File: src/rtl/status_flag_register_pkg.sv
// Shared definitions for the condition-flag interface.
// Flag packing {N,Z,C,V}, FLAG_MODE codes and the reset flag value.
// Both the flag producer and the condition evaluator import this package,
// so the bit packing is defined in one place only.
package status_flag_register_pkg;

  localparam int FLAG_N = 3;
  localparam int FLAG_Z = 2;
  localparam int FLAG_C = 1;
  localparam int FLAG_V = 0;

  localparam logic [3:0] FLAGS_RST = 4'b0000;

  typedef enum logic [1:0] {
    FM_ARITH = 2'b00,
    FM_LOGIC = 2'b01,
    FM_MUL   = 2'b10,
    FM_RSVD  = 2'b11
  } flag_mode_e;

endpackage

File: src/rtl/status_flag_register_flag_generator.sv
// flag_generator: combinational next-flag derivation from the ALU result.
// Ports:
//   flag_mode  in  2           ARITH / LOGIC / MUL / reserved
//   alu_res    in  DATA_WIDTH  ALU result (N from MSB, Z over all bits)
//   alu_c      in  1           adder carry-out
//   alu_v      in  1           adder signed overflow
//   shift_c    in  1           barrel-shifter carry-out
//   cur_c      in  1           currently held C
//   cur_v      in  1           currently held V
//   next_flags out 4           {N,Z,C,V}
module flag_generator
  import status_flag_register_pkg::*;
#(
  parameter int DATA_WIDTH = 32
) (
  input  logic [1:0]            flag_mode,
  input  logic [DATA_WIDTH-1:0] alu_res,
  input  logic                  alu_c,
  input  logic                  alu_v,
  input  logic                  shift_c,
  input  logic                  cur_c,
  input  logic                  cur_v,
  output logic [3:0]            next_flags
);

  always_comb begin
    next_flags         = '0;
    next_flags[FLAG_N] = alu_res[DATA_WIDTH-1];
    next_flags[FLAG_Z] = (alu_res == '0);
    next_flags[FLAG_C] = cur_c;
    next_flags[FLAG_V] = cur_v;
    case (flag_mode_e'(flag_mode))
      FM_ARITH: begin
        next_flags[FLAG_C] = alu_c;
        next_flags[FLAG_V] = alu_v;
      end
      // Logical ops take C from the shifter; V is architecturally untouched.
      FM_LOGIC: next_flags[FLAG_C] = shift_c;
      // Multiplies only define N and Z.
      FM_MUL:   ;
      default:  ;
    endcase
  end

endmodule

File: src/rtl/status_flag_register.sv
// status_flag_register: CPSR flag field {N,Z,C,V} plus one-deep saved copy.
// Optional build macro: STATUS_BYPASS_EN adds the combinational status_fwd
// output so decode can evaluate a condition in the same cycle as the
// flag-setting instruction.
// Ports:
//   clk, rst          clock; synchronous active-high reset
//   valid, s_bit      execute-stage instruction valid / requests flag update
//   stall             holds all state (reset excepted)
//   flush             suppresses flag update only
//   flag_mode [1:0]   ARITH/LOGIC/MUL/reserved
//   alu_res, alu_c, alu_v, shift_c   flag sources
//   save, restore     exception entry / return (both = swap)
//   status [3:0]      registered {N,Z,C,V}
//   saved_status [3:0] registered saved copy
//   status_fwd [3:0]  (STATUS_BYPASS_EN only) forwarded flags
module status_flag_register
  import status_flag_register_pkg::*;
#(
  parameter int DATA_WIDTH = 32
) (
  input  logic                  clk,
  input  logic                  rst,
  input  logic                  valid,
  input  logic                  s_bit,
  input  logic                  stall,
  input  logic                  flush,
  input  logic [1:0]            flag_mode,
  input  logic [DATA_WIDTH-1:0] alu_res,
  input  logic                  alu_c,
  input  logic                  alu_v,
  input  logic                  shift_c,
  input  logic                  save,
  input  logic                  restore,
  output logic [3:0]            status,
  output logic [3:0]            saved_status
`ifdef STATUS_BYPASS_EN
  ,
  output logic [3:0]            status_fwd
`endif
);

  logic [3:0] next_flags;
  logic       upd;

  assign upd = valid & s_bit & ~flush & ~stall & (flag_mode != FM_RSVD);

  flag_generator #(.DATA_WIDTH(DATA_WIDTH)) u_gen (
    .flag_mode  (flag_mode),
    .alu_res    (alu_res),
    .alu_c      (alu_c),
    .alu_v      (alu_v),
    .shift_c    (shift_c),
    .cur_c      (status[FLAG_C]),
    .cur_v      (status[FLAG_V]),
    .next_flags (next_flags)
  );

  // save reads the pre-edge status, so save+restore naturally swaps.
  always_ff @(posedge clk) begin
    if (rst) begin
      status       <= FLAGS_RST;
      saved_status <= FLAGS_RST;
    end else if (!stall) begin
      if (save)
        saved_status <= status;
      if (restore)
        status <= saved_status;
      else if (upd)
        status <= next_flags;
    end
  end

`ifdef STATUS_BYPASS_EN
  always_comb begin
    status_fwd = status;
    if (restore)
      status_fwd = saved_status;
    else if (upd)
      status_fwd = next_flags;
  end
`endif

endmodule

File: config.mk
export PLATFORM = sky130hd
export DESIGN_NAME = status_flag_register
export DESIGN_NICKNAME = d
export VERILOG_FILES = /design/src/rtl/status_flag_register_pkg.sv /design/src/rtl/status_flag_register_flag_generator.sv /design/src/rtl/status_flag_register.sv
export SDC_FILE = /design/constraint.sdc
export NUM_CORES = 1
export LEC_CHECK = 0
export ABC_AREA = 1
export CORE_UTILIZATION = 31
export CTS_CLUSTER_SIZE = 30
export DETAILED_ROUTE_END_ITERATION = 6
export PLACE_DENSITY = 0.95
export SKIP_CTS_REPAIR_TIMING = 1
export SLEW_MARGIN = 20
export SYNTH_ARGS = -nofsm -noshare
export SYNTH_HDL_FRONTEND = slang
export SYNTH_HIERARCHICAL = 1
export SYNTH_SLANG_ARGS = --single-unit
File: constraint.sdc
create_clock -name clk -period 1.6 [get_ports clk]
set_clock_uncertainty 0.1 [all_clocks]
set_input_delay 0.16 -clock clk [delete_from_list [all_inputs] [get_ports clk]]
set_output_delay 0.16 -clock clk [all_outputs]
set_load 0.03 [all_outputs]
==> run metrics, run 1 <==
clk root buf clkbuf_4; failing checks design-rule violations; H-tree Lvls 1; combinational power share 38.1%; post-synth top area cell dfxtp_1; Pint 0.000441 W; drt pass-1 iters 6; setup TNS 0 ns; Port Buf Inserts 52; Final setup viols 0; Synth Register Bits 8; initial antenna violation count 0; TritonCTS Buffers 3; Net Count, Synth 139; Psw 0.000175 W; CTS Buffer Depth 2; largest cells by area after synthesis dfxtp_1, nor2_1, nand2_1; die span in y about 43 µm; Worst-Skew Late Latency 0.25 ns; Max FO, Critical Path 3; n_diodes 0; first-pass GRT wire length 3.00 mm; nets 195; Hold Fails Final Rpt 0; maxcap violations 0; worst path required time around 1.3 ns; Initial Utilization 34.0%; VDD IR-drop max 0.373 mV; met3 Resource Use GR 7.50%; DRC 6; Slew Limit Fails 0; buffers plus inverters on the worst setup path 1; leak pwr 0.484 nW; DRT antenna net count 0; total die area approximately 0.0019 mm²; Mean Syn Cell Area 5.64 µm²; crit path launch type flop; CTS tree done; synth warn 6; power share of the clock group 25.6%; FMAX 647 MHz; FP Rows 14; RePlAce Congestion 0.759; number of DRC markers in iteration 0 20; CP endpoint kind primary output; # IOs 53; outcome complete, but fails checks; vias per cell 4.73; sequential area share after synthesis 30.2%; slowest stage delay, CP 0.68 ns; gr busiest metal met2; final wirelength 1.85 mm; setup repair after global routing missed its margin no; most frequent cells in the layout clkdlybuf4s50_1, nor2_1, nand2_1, dfxtp_1, nand3_1; Synth cell types 13; floorplan core area 0.00156 mm²; crit path cell chain clkdlybuf4s50_1; chip width between 40 and 50 µm; mapped cell area about 530 µm²; vias in the first global route ~730; commonest non-fill, non-tap cell in the layout clkdlybuf4s50_1; global route total overflow 0; Mapped Cells 94; post-layout util 70.1%; Clock Sinks 8; worst relative slew slack between 70 and 80%; GR Util met2 40.0%; PD cells 563 mW/mm²; DR vias between 700 and 800; DR WL/cell ~11 µm; share of cells above drive strength 1 between 6 and 7%; gr usage total 20.9%; area growth from synthesis to layout 106%; Worst Hold Class flop to flop; CP max-delay cell clkdlybuf4s50_1; worst path arrival time roughly 1.3 ns; Slew @ Worst Pin roughly 0.32 ns; Worst-path clk slew 0.06 ns; CP delay by family, top buffers and inverters; share of the synthesized area in the top cell type 30.2%; Final Cycle Share between 90 and 100%; sw frac 28.5%; met1 usage about 22%; post-layout minimum cycle time 1.55 ns; Setup CP Type flop to primary output; hpwl dp 1.51 mm; pin count of the biggest net entering global routing 10; sequential fraction of design power roughly 36%
[through the flow]
| stage | hold slack (ns) | cells | setup slack (ns) | cell area (µm²) | total power, W |
|---|---|---|---|---|---|
| 2_1_floorplan | 0.214 | 94 | 0.493 | 531 | 0.000314 |
| 3_3_place_gp | 0.390 | 161 | 0.152 | 1060 | 0.000457 |
| 3_5_place_dp | 0.394 | 161 | 0.113 | 1060 | 0.000461 |
| 4_1_cts | 0.402 | 164 | 0.00609 | 1090 | 0.000616 |
| 5_1_grt | 0.435 | 164 | 0.00938 | 1090 | 0.000651 |
| 6_report | 0.402 | 164 | 0.0543 | 1090 | 0.000616 |
[path summary, 6_finish.rpt]
check	start	endpoint	slack, ns	cells after the start
worst min register to register	saved_status[3]	saved_status[3]	0.40	2
worst min-delay path	saved_status[3]	saved_status[3]	0.40	2
worst max register to register	status[0]	status[0]	0.55	6
worst max-delay path	saved_status[0]	saved_status[0]	0.05	1
[logic make-up (layout without fill, tap and decap cells)]
logic type,count (synthesis),after routing,share of synthesized area [%]
AO/OA/AOI/OAI,13,13,14.2
AND/OR/NAND/NOR,68,68,50.9
buffers and inverters,5,59,4.72
flip-flops,8,8,30.2
[power by group through the flow]
stage,clock [W],combinational (W),sequential [W]
after detailed placement,0,0.000234,0.000228
final,0.000158,0.000234,0.000224
after floorplan,0,0.0000622,0.000252
after global routing,0.000173,0.000253,0.000225
after global placement,0,0.000229,0.000228
after CTS,0.000158,0.000235,0.000224
[per-layer routing]
metal | up-vias | wire, µm
met3 | 0 | 140
li1 | 407 | -
met4 | 0 | 0
met5 | - | 0
met2 | 25 | 958
met1 | 343 | 752
[flip-flops by register name, indices dropped and copies added (netlist names)]
| register | flops |
|---|---|
| saved_status | 4 |
| status | 4 |
[synth_stat cells]
library cell,n
nor2_1,35
nand2_1,25
dfxtp_1,8
nand3_1,5
a21boi_1,4
a21oi_1,4
o21ai_1,4
inv_2,3
nand2_2,2
buf_4,1
inv_4,1
nand3b_1,1
o21ai_0,1
[worst min-delay path, stage by stage (launching register included)]
cell	delay, ns
dfxtp_1	0.32
nor2_1	0.10
nor2_1	0.05
[area by class of cell]
class / count / area, µm²
tap: 16 / 20.0
fill: 129 / 465
timing repair buffer: 52 / 528
inverter: 4 / 17.5
multi-input combinational: 81 / 345
clock buffer: 3 / 22.5
sequential: 8 / 160
(Power assumes the default switching activity.)
==> run 2: changes to the inputs <==
- PLACE_DENSITY: 0.95 -> 0.88
==> run 2 against run 1 <==
Net effect: sequential share of layout area did not move; sequential power about the same; critical endpoint is now saved_status[2]; setup slack got worse by 0.010 ns; utilization stayed put; the run still ends with design-rule violations left; power is 0.25% lower; non-clock buffer count is the same; first-iteration DRC count is the same; hold slack improved by 0.0034 ns.
==> run metrics, run 2 (synthesized netlist as in run 1, its figures left out) <==
Slew Limit Fails 0 (unchanged); worst path required time 1.34 ns (about the same); failing checks design-rule violations; most frequent cells in the layout clkdlybuf4s50_1, nor2_1, nand2_1, dfxtp_1, nand3_1; Port Buf Inserts 52 (unchanged); Max FO, Critical Path 3 (unchanged); first-pass GRT wire length 3.08 mm (+2.8%); H-tree Lvls 1 (unchanged); total die area 0.00188 mm² (unchanged); DP Area 0.00106 mm² (unchanged); area growth from synthesis to layout 106% (unchanged); Worst-Skew Late Latency 0.25 ns (about the same); Setup CP Type flop to primary output; Final Cycle Share 97.3% (+0.65 points); Initial Utilization 34.0% (unchanged); worst relative slew slack 78.3% (-0.28 points); Reg2Reg Setup Slack 0.56 ns (about the same); hpwl dp 1.56 mm (+2.9%); crit path launch type flop; clk root buf clkbuf_4; gr usage total 21.5% (+0.61 points); Worst Hold Class flop to flop; n_diodes 0 (unchanged); DR WL/cell 11.4 µm (+1.1%); final wirelength 1.87 mm (+1.1%); hold path startpoint saved_status[3]; met2 routed WL 939 µm (-2.0%); outcome complete, but fails checks; Post-Place Cells 161 (unchanged); nets 195 (unchanged); RePlAce Congestion 0.762 (+0.41%); CP endpoint kind primary output; initial antenna violation count 0 (unchanged); wire length on met1 780 µm (+3.7%); # IOs 53 (unchanged); Worst-path clk slew 0.05 ns (about the same); worst setup path startpoint saved_status[2]; worst path arrival time 1.30 ns (about the same); dpl ws 0.132 ns (+0.0196 ns); TritonCTS Buffers 3 (unchanged); DR vias 765 (-1.3%); Final setup viols 0 (unchanged); floorplan core area 0.00156 mm² (unchanged); Slew @ Worst Pin 0.325 ns (+0.00416 ns); pin count of the biggest net entering global routing 10 (unchanged); CP delay by family, top buffers and inverters; hold endpoint saved_status[3]; worst hold stages 2 (unchanged); Reg-to-Reg Start status[1]; share of cells above drive strength 1 6.08% (unchanged); slowest stage delay, CP 0.69 ns (about the same); crit path cell chain clkdlybuf4s50_1; DRT antenna net count 0 (unchanged); number of DRC markers in iteration 0 20 (unchanged); CTS tree done; drt pass-1 iters 7 (+1); worst reg2reg path endpoint status[1]; commonest non-fill, non-tap cell in the layout clkdlybuf4s50_1; leak pwr 0.484 nW (about the same); CTS Buffer Depth 2 (unchanged); vias in the first global route 748 (+2.6%); CP max-delay cell clkdlybuf4s50_1; final cell count without fillers 164 (unchanged); global route total overflow 0 (unchanged); VDD IR-drop max 0.446 mV (+19%); PD cells 562 mW/mm² (-0.25%); die span in y 43.4 µm (unchanged); Hold Fails Final Rpt 0 (unchanged); post-layout minimum cycle time 1.56 ns (+0.0105 ns); FMAX 643 MHz (-0.67%); vias per cell 4.66 (-1.3%); FP Rows 14 (unchanged); Clock Sinks 8 (unchanged); Reg2Reg Depth 6 (unchanged); PnR worst setup slack 0.0438 ns (-0.0105 ns); chip width 43.4 µm (unchanged); DRC 6 (unchanged); routed length on met3 144 µm (+2.9%); setup repair after global routing missed its margin no; maxcap violations 0 (unchanged); buffers plus inverters on the worst setup path 1 (unchanged); max layer used met4; post-layout instance area 0.00109 mm² (unchanged); Regs by FF count saved_status x4, status x4; total power 0.000615 W (-0.25%)
[run 2: area by class of cell]
type / count / area [µm²]
timing repair buffer: 52 / 528
fill: 138 / 465
multi-input combinational: 81 / 345
sequential: 8 / 160
clock buffer: 3 / 22.5
tap: 16 / 20.0
inverter: 4 / 17.5
[run 2: worst max-delay path by stage]
stage / to / slack, ns / depth (start not counted)
finish: saved_status[2] / 0.04 / 1
global placement: status[2] / 0.14 / 10
detailed placement: status[2] / 0.13 / 10
CTS: status[1] / -0.01 / 1
global route: saved_status[3] / 0.02 / 1
floorplan: status[0] / 0.49 / 6
[run 2: where the power goes]
group / switching, W / internal (W) / leakage (nW)
clock: 0.0000707 / 0.0000860 / 0.0138
combinational: 0.0000919 / 0.000142 / 0.404
sequential: 0.0000114 / 0.000213 / 0.0659
total: 0.000174 / 0.000441 / 0.484
[run 2: metal layers]
metal,global-route usage [%],vias up
li1,-,410
met1,25.3,324
met2,37.6,29
met3,5.42,2
met4,8.13,0
met5,0,-
[run 2: through the flow]
stage | hold WS (ns) | TNS (ns) | utilization (%)
3_3_place_gp | 0.391 | 0 | 68.2
4_1_cts | 0.408 | -0.00999 | 69.7
3_5_place_dp | 0.396 | 0 | 68.2
5_1_grt | 0.424 | 0 | 70.1
2_1_floorplan | 0.214 | 0 | -
6_report | 0.406 | 0 | 70.1
